File: src/rtl/osd_trigger_pulser_if.sv
// osd_trigger_pulser_if: OSD trigger inputs, PLL lock and the pulse/reset outputs toward the core
interface osd_trigger_pulser_if #(
    parameter int NUM_TRIG = 4
);
    logic [NUM_TRIG-1:0] trig_in;
    logic                locked;
    logic [NUM_TRIG-1:0] pulse_out;
    logic [NUM_TRIG-1:0] busy;
    logic                rst_out_n;
    modport master (output trig_in, locked, input pulse_out, busy, rst_out_n);
    modport slave  (input trig_in, locked, output pulse_out, busy, rst_out_n);
endinterface

File: src/rtl/osd_trigger_pulser.sv
// osd_trigger_pulser: OSD trigger bits to fixed-width pulses plus stretched core reset sequencing
module osd_trigger_pulser #(
    parameter int                  NUM_TRIG     = 4,
    parameter int                  PULSE_LEN    = 500000,
    parameter int                  CNT_W        = 20,
    parameter logic [NUM_TRIG-1:0] ACTIVE_LOW   = '0,
    parameter int                  RST_CH       = 3,
    parameter int                  RST_CNT_SIZE = 16
) (
    input logic                 clk_sys,
    input logic                 RESET,
    osd_trigger_pulser_if.slave io
);
    typedef enum logic [1:0] {HOLD, COUNT, RUN} state_t;
    localparam logic [CNT_W-1:0]        LOAD  = CNT_W'(PULSE_LEN - 1);
    localparam logic [RST_CNT_SIZE-1:0] RLAST = {{(RST_CNT_SIZE-1){1'b1}}, 1'b0};

    logic [NUM_TRIG-1:0] trig_s1, trig_s2, trig_s3, rise, busy, busy_nxt;
    logic [CNT_W-1:0]    cnt [NUM_TRIG];
    logic [CNT_W-1:0]    cnt_nxt [NUM_TRIG];
    logic                lock_s1, lock_s2, osd_rst, cause;
    logic [1:0]          fill;
    state_t              state, state_nxt;
    logic [RST_CNT_SIZE-1:0] rcnt, rcnt_nxt;

    // trig_s3 holds its all-ones reset value until the sync chain has refilled,
    // so triggers already high when RESET drops never look like a rise
    always_ff @(posedge clk_sys or posedge RESET)
        if (RESET) begin
            trig_s1 <= '0;
            trig_s2 <= '0;
            trig_s3 <= '1;
            lock_s1 <= 1'b0;
            lock_s2 <= 1'b0;
            fill    <= '0;
        end else begin
            trig_s1 <= io.trig_in;
            trig_s2 <= trig_s1;
            trig_s3 <= fill[1] ? trig_s2 : trig_s3;
            lock_s1 <= io.locked;
            lock_s2 <= lock_s1;
            fill    <= {fill[0], 1'b1};
        end

    always_comb begin
        rise = trig_s2 & ~trig_s3;
        for (int i = 0; i < NUM_TRIG; i++) begin
            busy_nxt[i] = rise[i] | (busy[i] & (cnt[i] != '0));
            cnt_nxt[i]  = rise[i] ? LOAD : (busy[i] && cnt[i] != '0) ? cnt[i] - 1'b1 : cnt[i];
        end
    end

    always_ff @(posedge clk_sys or posedge RESET)
        if (RESET) begin
            busy         <= '0;
            cnt          <= '{default: '0};
            io.pulse_out <= ACTIVE_LOW;
        end else begin
            busy         <= busy_nxt;
            cnt          <= cnt_nxt;
            io.pulse_out <= busy_nxt ^ ACTIVE_LOW;
        end

    assign io.busy = busy;

    // the reset channel is taken from next-state busy so rst_out_n drops on the pulse's first edge
    if (RST_CH < NUM_TRIG) begin : g_rst
        assign osd_rst = busy_nxt[RST_CH];
    end else begin : g_no_rst
        assign osd_rst = 1'b0;
    end

    assign cause = ~lock_s2 | osd_rst;

    always_comb begin
        state_nxt = cause ? HOLD : state == HOLD ? COUNT : (state == COUNT && rcnt == RLAST) ? RUN : state;
        rcnt_nxt  = (!cause && state == COUNT) ? rcnt + 1'b1 : '0;
    end

    always_ff @(posedge clk_sys or posedge RESET)
        if (RESET) begin
            state        <= HOLD;
            rcnt         <= '0;
            io.rst_out_n <= 1'b0;
        end else begin
            state        <= state_nxt;
            rcnt         <= rcnt_nxt;
            io.rst_out_n <= state_nxt == RUN;
        end
endmodule

File: src/flat_wrapper.sv
// flat-port wrapper written by rule: the top's interface ports become plain ports
module osd_trigger_pulser_flat 
#(
    parameter int                  NUM_TRIG     = 4,
    parameter int                  PULSE_LEN    = 500000,
    parameter int                  CNT_W        = 20,
    parameter logic [NUM_TRIG-1:0] ACTIVE_LOW   = '0,
    parameter int                  RST_CH       = 3,
    parameter int                  RST_CNT_SIZE = 16
)
  (clk_sys, RESET, io_trig_in, io_locked, io_pulse_out, io_busy, io_rst_out_n);
  osd_trigger_pulser_if #(.NUM_TRIG(NUM_TRIG)) io_i ();
  input logic clk_sys;
  input logic RESET;
  input wire logic [$bits(io_i.trig_in)-1:0] io_trig_in;
  input wire logic [$bits(io_i.locked)-1:0] io_locked;
  output wire logic [$bits(io_i.pulse_out)-1:0] io_pulse_out;
  output wire logic [$bits(io_i.busy)-1:0] io_busy;
  output wire logic [$bits(io_i.rst_out_n)-1:0] io_rst_out_n;
  assign io_i.trig_in = io_trig_in;
  assign io_i.locked = io_locked;
  assign io_pulse_out = io_i.pulse_out;
  assign io_busy = io_i.busy;
  assign io_rst_out_n = io_i.rst_out_n;
  osd_trigger_pulser #(.NUM_TRIG(NUM_TRIG), .PULSE_LEN(PULSE_LEN), .CNT_W(CNT_W), .ACTIVE_LOW(ACTIVE_LOW), .RST_CH(RST_CH), .RST_CNT_SIZE(RST_CNT_SIZE)) u_core (.clk_sys(clk_sys), .RESET(RESET), .io(io_i));
endmodule
File: config.mk
export PLATFORM = sky130hd
export DESIGN_NAME = osd_trigger_pulser_flat
export DESIGN_NICKNAME = d
export VERILOG_FILES = /design/src/rtl/osd_trigger_pulser_if.sv /design/src/rtl/osd_trigger_pulser.sv /design/src/flat_wrapper.sv
export SDC_FILE = /design/constraint.sdc
export NUM_CORES = 1
export LEC_CHECK = 0
export ABC_AREA = 1
export BUFFER_PORTS_ARGS = -buffer_cell sky130_fd_sc_hd__buf_2
export CELL_PAD_IN_SITES_DETAIL_PLACEMENT = 1
export CELL_PAD_IN_SITES_GLOBAL_PLACEMENT = 1
export CORE_ASPECT_RATIO = 0.6
export CORE_MARGIN = 4
export CORE_UTILIZATION = 30
export DETAILED_ROUTE_END_ITERATION = 8
export PLACE_DENSITY_LB_ADDON = 0.05
export SLEW_MARGIN = 20
export SYNTH_ARGS = -nofsm -noshare
export SYNTH_HDL_FRONTEND = slang
export SYNTH_SLANG_ARGS = --single-unit
export TNS_END_PERCENT = 20
File: constraint.sdc
create_clock -name clk_sys -period 4.55 [get_ports clk_sys]
set_input_delay 0.6825 -clock clk_sys [delete_from_list [all_inputs] [get_ports clk_sys]]
set_output_delay 0.6825 -clock clk_sys [all_outputs]
set_load 0.005 [all_outputs]
==> flow_metrics.py, run 1 <==
metrics = {
    "power": {
        "p_leak_nw": 3.633,
        "pwr-share-clk_pct": 47.9,
        "switching_share_pct": 28.10,
        "powerDensity_mw_per_mm2": 341.8,
        "p_comb_share_pct": 8.7,
        "power_mw": 2.689,
        "p_seq_share_pct": 43.4,
        "p_sw_mw": 0.7556,
        "ir_drop_mv": 0.4525,
        "intPower_mw": 1.933,
    },
    "die": {
        "dieArea_mm2": 0.02584,
        "core_mm2": 0.02244,
        "io_pins": 16,
        "fp.dieH_um": 126.1,
        "initial_utilization_pct": 31.09,
        "fp.dieW_um": 204.9,
        "placementRows": 42,
    },
    "synth": {
        "netlist_area_mm2": 0.006975,
        "syn_inst": 970,
        "synth_flop_cell": "dfrtp_1",
        "async_flop_share_pct": 100.0,
        "synth_mux_area_share_pct": 0,
        "syn_avg_cell_area_um2": 7.191,
        "synth_edf_count": 0,
        "synth-xor-area-share_pct": 3.265,
        "synth_top_family_by_area": "simple AND/OR/NAND/NOR gates",
        "synthAdderAreaFrac_pct": 1.794,
        "synth-compound-area-share_pct": 6.081,
        "synth_nets": 987,
        "ys_types": 34,
        "yosysSeqAreaShare_pct": 42.76,
        "ys_seq_elements": 119,
        "ys_warn_count": 0,
        "synthSimpleGateAreaFrac_pct": 37.36,
    },
    "layout": {
        "syn2layout_area_growth_pct": 12.77,
        "fin_util_pct": 35.06,
        "finalNetCount": 1006,
        "final_common_cell": "nand2_1",
        "multi_input_area_mm2": 0.003387,
        "n_fill_cell": 2831,
        "drive_above_1_share_pct": 10.18,
        "seqCellArea_mm2": 0.002983,
        "finalInstanceArea_mm2": 0.007866,
        "final_cell_mix": "270 x nand2_1, 156 x nor2_1, 116 x nand3_1",
        "n_antenna_cell": 0,
    },
    "critical_path": {
        "end_kind": "register",
        "critPathMaxFanout": 21,
        "crit_arrival_ps": 2480,
        "startpoint_type": "register",
        "crit_type": "register to register",
        "required_ps": 4860,
    },
    "grt": {
        "grt.total_usage_pct": 16.24,
        "first_global_vias": 6074,
        "antenna_found_initial": 0,
        "grt_overflow": 0,
        "grt_max_degree": 91,
        "grt_pass1_wl_um": 33070,
    },
    "cts": {
        "cts_buffers": 17,
        "clock-root-buffer": "clkbuf_16",
        "insertion_delay_ps": 440,
        "cts_buffer_depth": 2,
        "ctsHoldBuffers": 0,
        "cts-resized-gates": 0,
        "cts.sink_count": 119,
        "h-tree-depth": 4,
        "postCtsSetupBuffers": 0,
        "cts_tree": "done",
        "clkTransAtPathRegs_ps": 60,
    },
    "placed_design": {
        "hpwlAfterDp_um": 14550,
        "port_buffers": 15,
        "pre_cts_slack_ps": 2315,
        "place_congestion": 0.8316,
        "dpl_cell_area_mm2": 0.007307,
    },
    "timing": {
        "finalMaxSlewViolations": 0,
        "rsz0062_at_grt": "no",
        "setup_tns_ps": 0,
        "finalCritPeriodShare_pct": 47.82,
        "period_minus_slack_ps": 2176,
        "finalClockSkew_ps": 6.483,
        "relSlewSlack_pct": 44.59,
        "hold_viol_final": 0,
        "worst_slack_ps": 2374,
        "tightestPinTransition_ps": 831.1,
        "finalSetupViolations": 0,
        "fmax_ghz": 0.4596,
    },
    "run": {
        "drv_cap": 0,
    },
    "detailed_routing": {
        "drt-initial-drc-count": 274,
        "drc": 0,
        "via_per_inst": 4.580,
        "first_pass_iters": 4,
        "antenna_left": 0,
        "vias": 6000,
        "wl_per_cell_um": 14.79,
        "wl_um": 19380,
    },
    "min_path": {
        "hold_class": "register to register",
    },
    "run_status": {
        "status": "completed",
    },
}
-- cells in the mapped netlist (6+ instances only) --
master | instances | area (um2)
nand2_1 | 270 | 1013
buf_6 | 6 | 67.56
nand3_1 | 116 | 580.6
nand4_1 | 20 | 125.1
xor2_1 | 23 | 201.4
o21ai_0 | 45 | 225.2
nor2_2 | 19 | 118.9
o21ai_2 | 7 | 61.31
inv_1 | 111 | 416.7
o21ai_1 | 22 | 110.1
ha_1 | 10 | 125.1
nand2_4 | 6 | 67.56
nor2_1 | 156 | 585.6
dfrtp_1 | 115 | 2878
-- worst max-delay path: stages, from the launching register on --
cell,delay (ps)
dfrtp_1,440
nor2_1,190
nand2_1,110
nor2_2,140
nand3_1,80
nand2_1,130
nand2_1,440
inv_2,400
o21ai_0,120
-- logic make-up after synthesis --
logic type / Yosys count
adders and majority gates: 10
and+or+nand+nor: 601
buffers and inverters: 135
other: 1
AOI/OAI and AO/OA: 78
DFF: 119
xor gates and xnor gates: 26
-- worst paths after layout --
check / slack [ps] / cells past startpoint / from / to
setup / recovery: 2370 / 8 / u_core.cnt[30] / u_core.cnt[30]
hold / removal: 350 / 0 / u_core.trig_s1[2] / u_core.trig_s2[2]
setup reg to reg: 2370 / 8 / u_core.cnt[30] / u_core.cnt[30]
hold reg to reg: 350 / 0 / u_core.trig_s1[2] / u_core.trig_s2[2]
max in group asynchronous: 3180 / 3 / RESET / u_core.cnt[71]
min in group asynchronous: 420 / 2 / RESET / u_core.trig_s1[3]
-- state kept, by name (all words and copies together), names as in the netlist --
signal,flops
u_core.state,2
u_core.fill,2
u_core.trig_s1,4
u_core.rcnt,16
u_core.trig_s3,4
u_core.cnt,80
u_core.io.rst_out_n,1
u_core.io.pulse_out,4
u_core.lock_s2,1
u_core.trig_s2,4
u_core.lock_s1,1
-- per-layer routing --
metal,vias up,global-route usage [%],routed length (um)
met5,-,0,0
met4,0,4.723,195
li1,3103,-,-
met3,15,3.700,533
met2,53,19.38,6705
met1,2829,27.51,11950
-- through the flow --
step / hold slack (ps) / std cells
finish: 347.5 / 1310
global route: 323.4 / 1310
floorplan: 331.2 / 970
global placement: 332.4 / 1278
CTS: 313.1 / 1310
detailed placement: 337.1 / 1278
-- area by class of cell --
type	count	share of cell area, %
Clock inverter	15	1.702
Timing Repair Buffer	18	1.241
Tap cell	308	4.899
Inverter	117	5.774
Sequential cell	119	37.92
Multi-Input combinational cell	716	43.06
Clock buffer	17	5.408
-- power groups by stage --
| stage | clock, mW | combinational, mW | sequential [mW] |
|---|---|---|---|
| floorplan | 0 | 0.172 | 1.17 |
| global placement | 0 | 0.240 | 1.18 |
| detailed placement | 0 | 0.240 | 1.18 |
| CTS | 1.34 | 0.240 | 1.17 |
| global route | 1.38 | 0.279 | 1.18 |
| finish | 1.29 | 0.234 | 1.17 |
Power figures use the tool's default switching activity.
==> run 2: changes to the inputs <==
Clock period 4.55 ns to 1.99 ns, I/O delays scaled along.
==> run 2 against run 1 <==
  * Worst hold slack got worse by 4.0 ps
  * Clock-buffer cell count rose by 1
  * Routed wire length grew 4.9%
  * Largest cell class unchanged
  * Highest routed layer unchanged
==> flow_metrics.py, run 2 (synthesis gave the netlist of run 1 again) <==
metrics = {
    "run_status": {
        "status": "completed",
    },
    "critical_path": {
        "reg2regPathDepth": 10,
        "crit_type": "register to register",
        "cp_top_family": "simple AND/OR/NAND/NOR gates",
        "cp_num_buf_inv": 2,
        "critPathSlowestCell": "dfrtp_1",
        "slowest_delay_ps": 390,
        "end_kind": "register",
        "r2r_end": "u_core.state[1]",
        "r2r_slack_ps": 230,
        "crit_chain": "inv_2, ha_1, nand2_1, nor2_1, nand3_2, nand2_4, nand2_4, inv_6, nand2_1, nor2_1",
        "startpoint_type": "register",
        "reg2reg_from": "u_core.cnt[0]",
        "critPathMaxFanout": 17,
        "required_ps": 2340,
        "crit_arrival_ps": 2110,
    },
    "layout": {
        "instances_no_fill": 1352,
        "final_cell_mix": "269 x nand2_1, 156 x nor2_1, 116 x nand3_1",
        "top_register": "u_core.cnt",
        "n_antenna_cell": 0,
        "final_common_cell": "nand2_1",
        "drive_above_1_share_pct": 13.31,
        "largest_reg_flops": 80,
        "syn2layout_area_growth_pct": 18.67,
        "reg_top3": "u_core.cnt (80), u_core.rcnt (16)",
        "finalNetCount": 1048,
    },
    "timing": {
        "finalCritPeriodShare_pct": 88.41,
        "finalSetupViolations": 0,
        "finalClockSkew_ps": 18.66,
        "fmax_ghz": 0.5684,
        "period_minus_slack_ps": 1759,
        "finalMaxSlewViolations": 0,
        "setup_tns_ps": 0,
        "rsz0062_at_grt": "no",
        "hold_viol_final": 0,
    },
    "detailed_routing": {
        "drt-initial-drc-count": 224,
        "antenna_left": 0,
        "drc": 0,
        "vias": 6122,
        "via_per_inst": 4.528,
        "wl_um": 20330,
        "wl_per_cell_um": 15.04,
        "first_pass_iters": 4,
    },
    "cts": {
        "cts.sink_count": 119,
        "cts_buffer_depth": 2,
        "clock-root-buffer": "clkbuf_16",
        "clkTransAtPathRegs_ps": 60,
        "h-tree-depth": 4,
        "cts_tree": "done",
        "cts_buffers": 17,
        "insertion_delay_ps": 430,
        "postCtsSetupBuffers": 0,
    },
    "die": {
        "initial_utilization_pct": 31.09,
        "dieArea_mm2": 0.02584,
        "placementRows": 42,
        "fp.dieW_um": 204.9,
        "core_mm2": 0.02244,
        "fp.dieH_um": 126.1,
        "io_pins": 16,
    },
    "grt": {
        "antenna_found_initial": 0,
        "grt_pass1_wl_um": 33840,
        "grt_overflow": 0,
        "first_global_vias": 6215,
        "grt_max_degree": 49,
        "grt.total_usage_pct": 16.54,
    },
    "min_path": {
        "hold_depth": 0,
        "hold_class": "register to register",
        "hold_end": "u_core.fill[1]",
        "hold_start": "u_core.fill[0]",
    },
    "placed_design": {
        "place_congestion": 0.7890,
        "hpwlAfterDp_um": 15510,
        "dp.cells": 1314,
        "port_buffers": 15,
    },
    "power": {
        "power_mw": 6.570,
        "ir_drop_mv": 0.5397,
        "p_leak_nw": 3.886,
        "powerDensity_mw_per_mm2": 793.7,
    },
    "run": {
        "drv_cap": 0,
    },
}
## run 2: changes by cell type in the layout (fill, tap and decap cells not counted), sizes merged
| cell | delta |
|---|---|
| buf | +36 |
| bufinv | +3 |
| clkbuf | +1 |
| clkinvlp | -3 |
| dlygate4sd3 | +6 |
| inv | -1 |
## run 2: layout make-up
| cell class | instances | area, um2 |
|---|---|---|
| Multi-Input combinational cell | 716 | 3390 |
| Clock inverter | 14 | 182.7 |
| Clock buffer | 18 | 429.2 |
| Tap cell | 308 | 385.4 |
| Inverter | 117 | 455.4 |
| Fill cell | 2822 | 14160 |
| Timing Repair Buffer | 60 | 452.9 |
| Sequential cell | 119 | 2983 |
## run 2: worst max path at each step
stage | start | endpoint | cells after the start
finish | u_core.cnt[0] | u_core.state[1] | 10
global route | u_core.cnt[35] | u_core.cnt[20] | 9
CTS | u_core.cnt[0] | u_core.state[1] | 10
detailed placement | u_core.cnt[0] | u_core.state[0] | 10
global placement | u_core.cnt[0] | u_core.state[0] | 10
floorplan | RESET | u_core.cnt[0] | 1
## run 2: routing by layer
metal	vias up	wire [um]	track usage, %
met3	14	515	3.109
met4	0	191	4.880
li1	3199	-	-
met2	45	7151	20.38
met1	2864	12470	27.93
met5	-	0	0
## run 2: metrics by stage
stage	cell area [um2]	setup WS, ps	util, %	hold WS [ps]
2_1_floorplan	6979	239.4	-	329.9
3_3_place_gp	7601	186.0	33.87	304.8
3_5_place_dp	7601	153.2	33.87	297.1
4_1_cts	8273	128.8	36.87	343.9
5_1_grt	8278	36.13	36.89	357.6
6_report	8278	230.7	36.89	343.4
## run 2: report_power, final
| group | switching [mW] | internal, mW |
|---|---|---|
| combinational | 0.418 | 0.212 |
| clock | 1.19 | 2.08 |
| sequential | 0.113 | 2.56 |
| total | 1.72 | 4.85 |
## run 2: worst reg2reg max path: stages (launching register included)
cell	delay, ps
dfrtp_1	390
inv_2	130
ha_1	180
nand2_1	60
nor2_1	120
nand3_2	110
nand2_4	140
nand2_4	180
inv_6	180
nand2_1	100
nor2_1	90
## run 2: what timing repair did
action                     4_1_cts  5_1_grt
hold endpoints to repair        15        0
hold buffers                     6        0
setup endpoints to repair        0       12
gates resized for setup          0        3
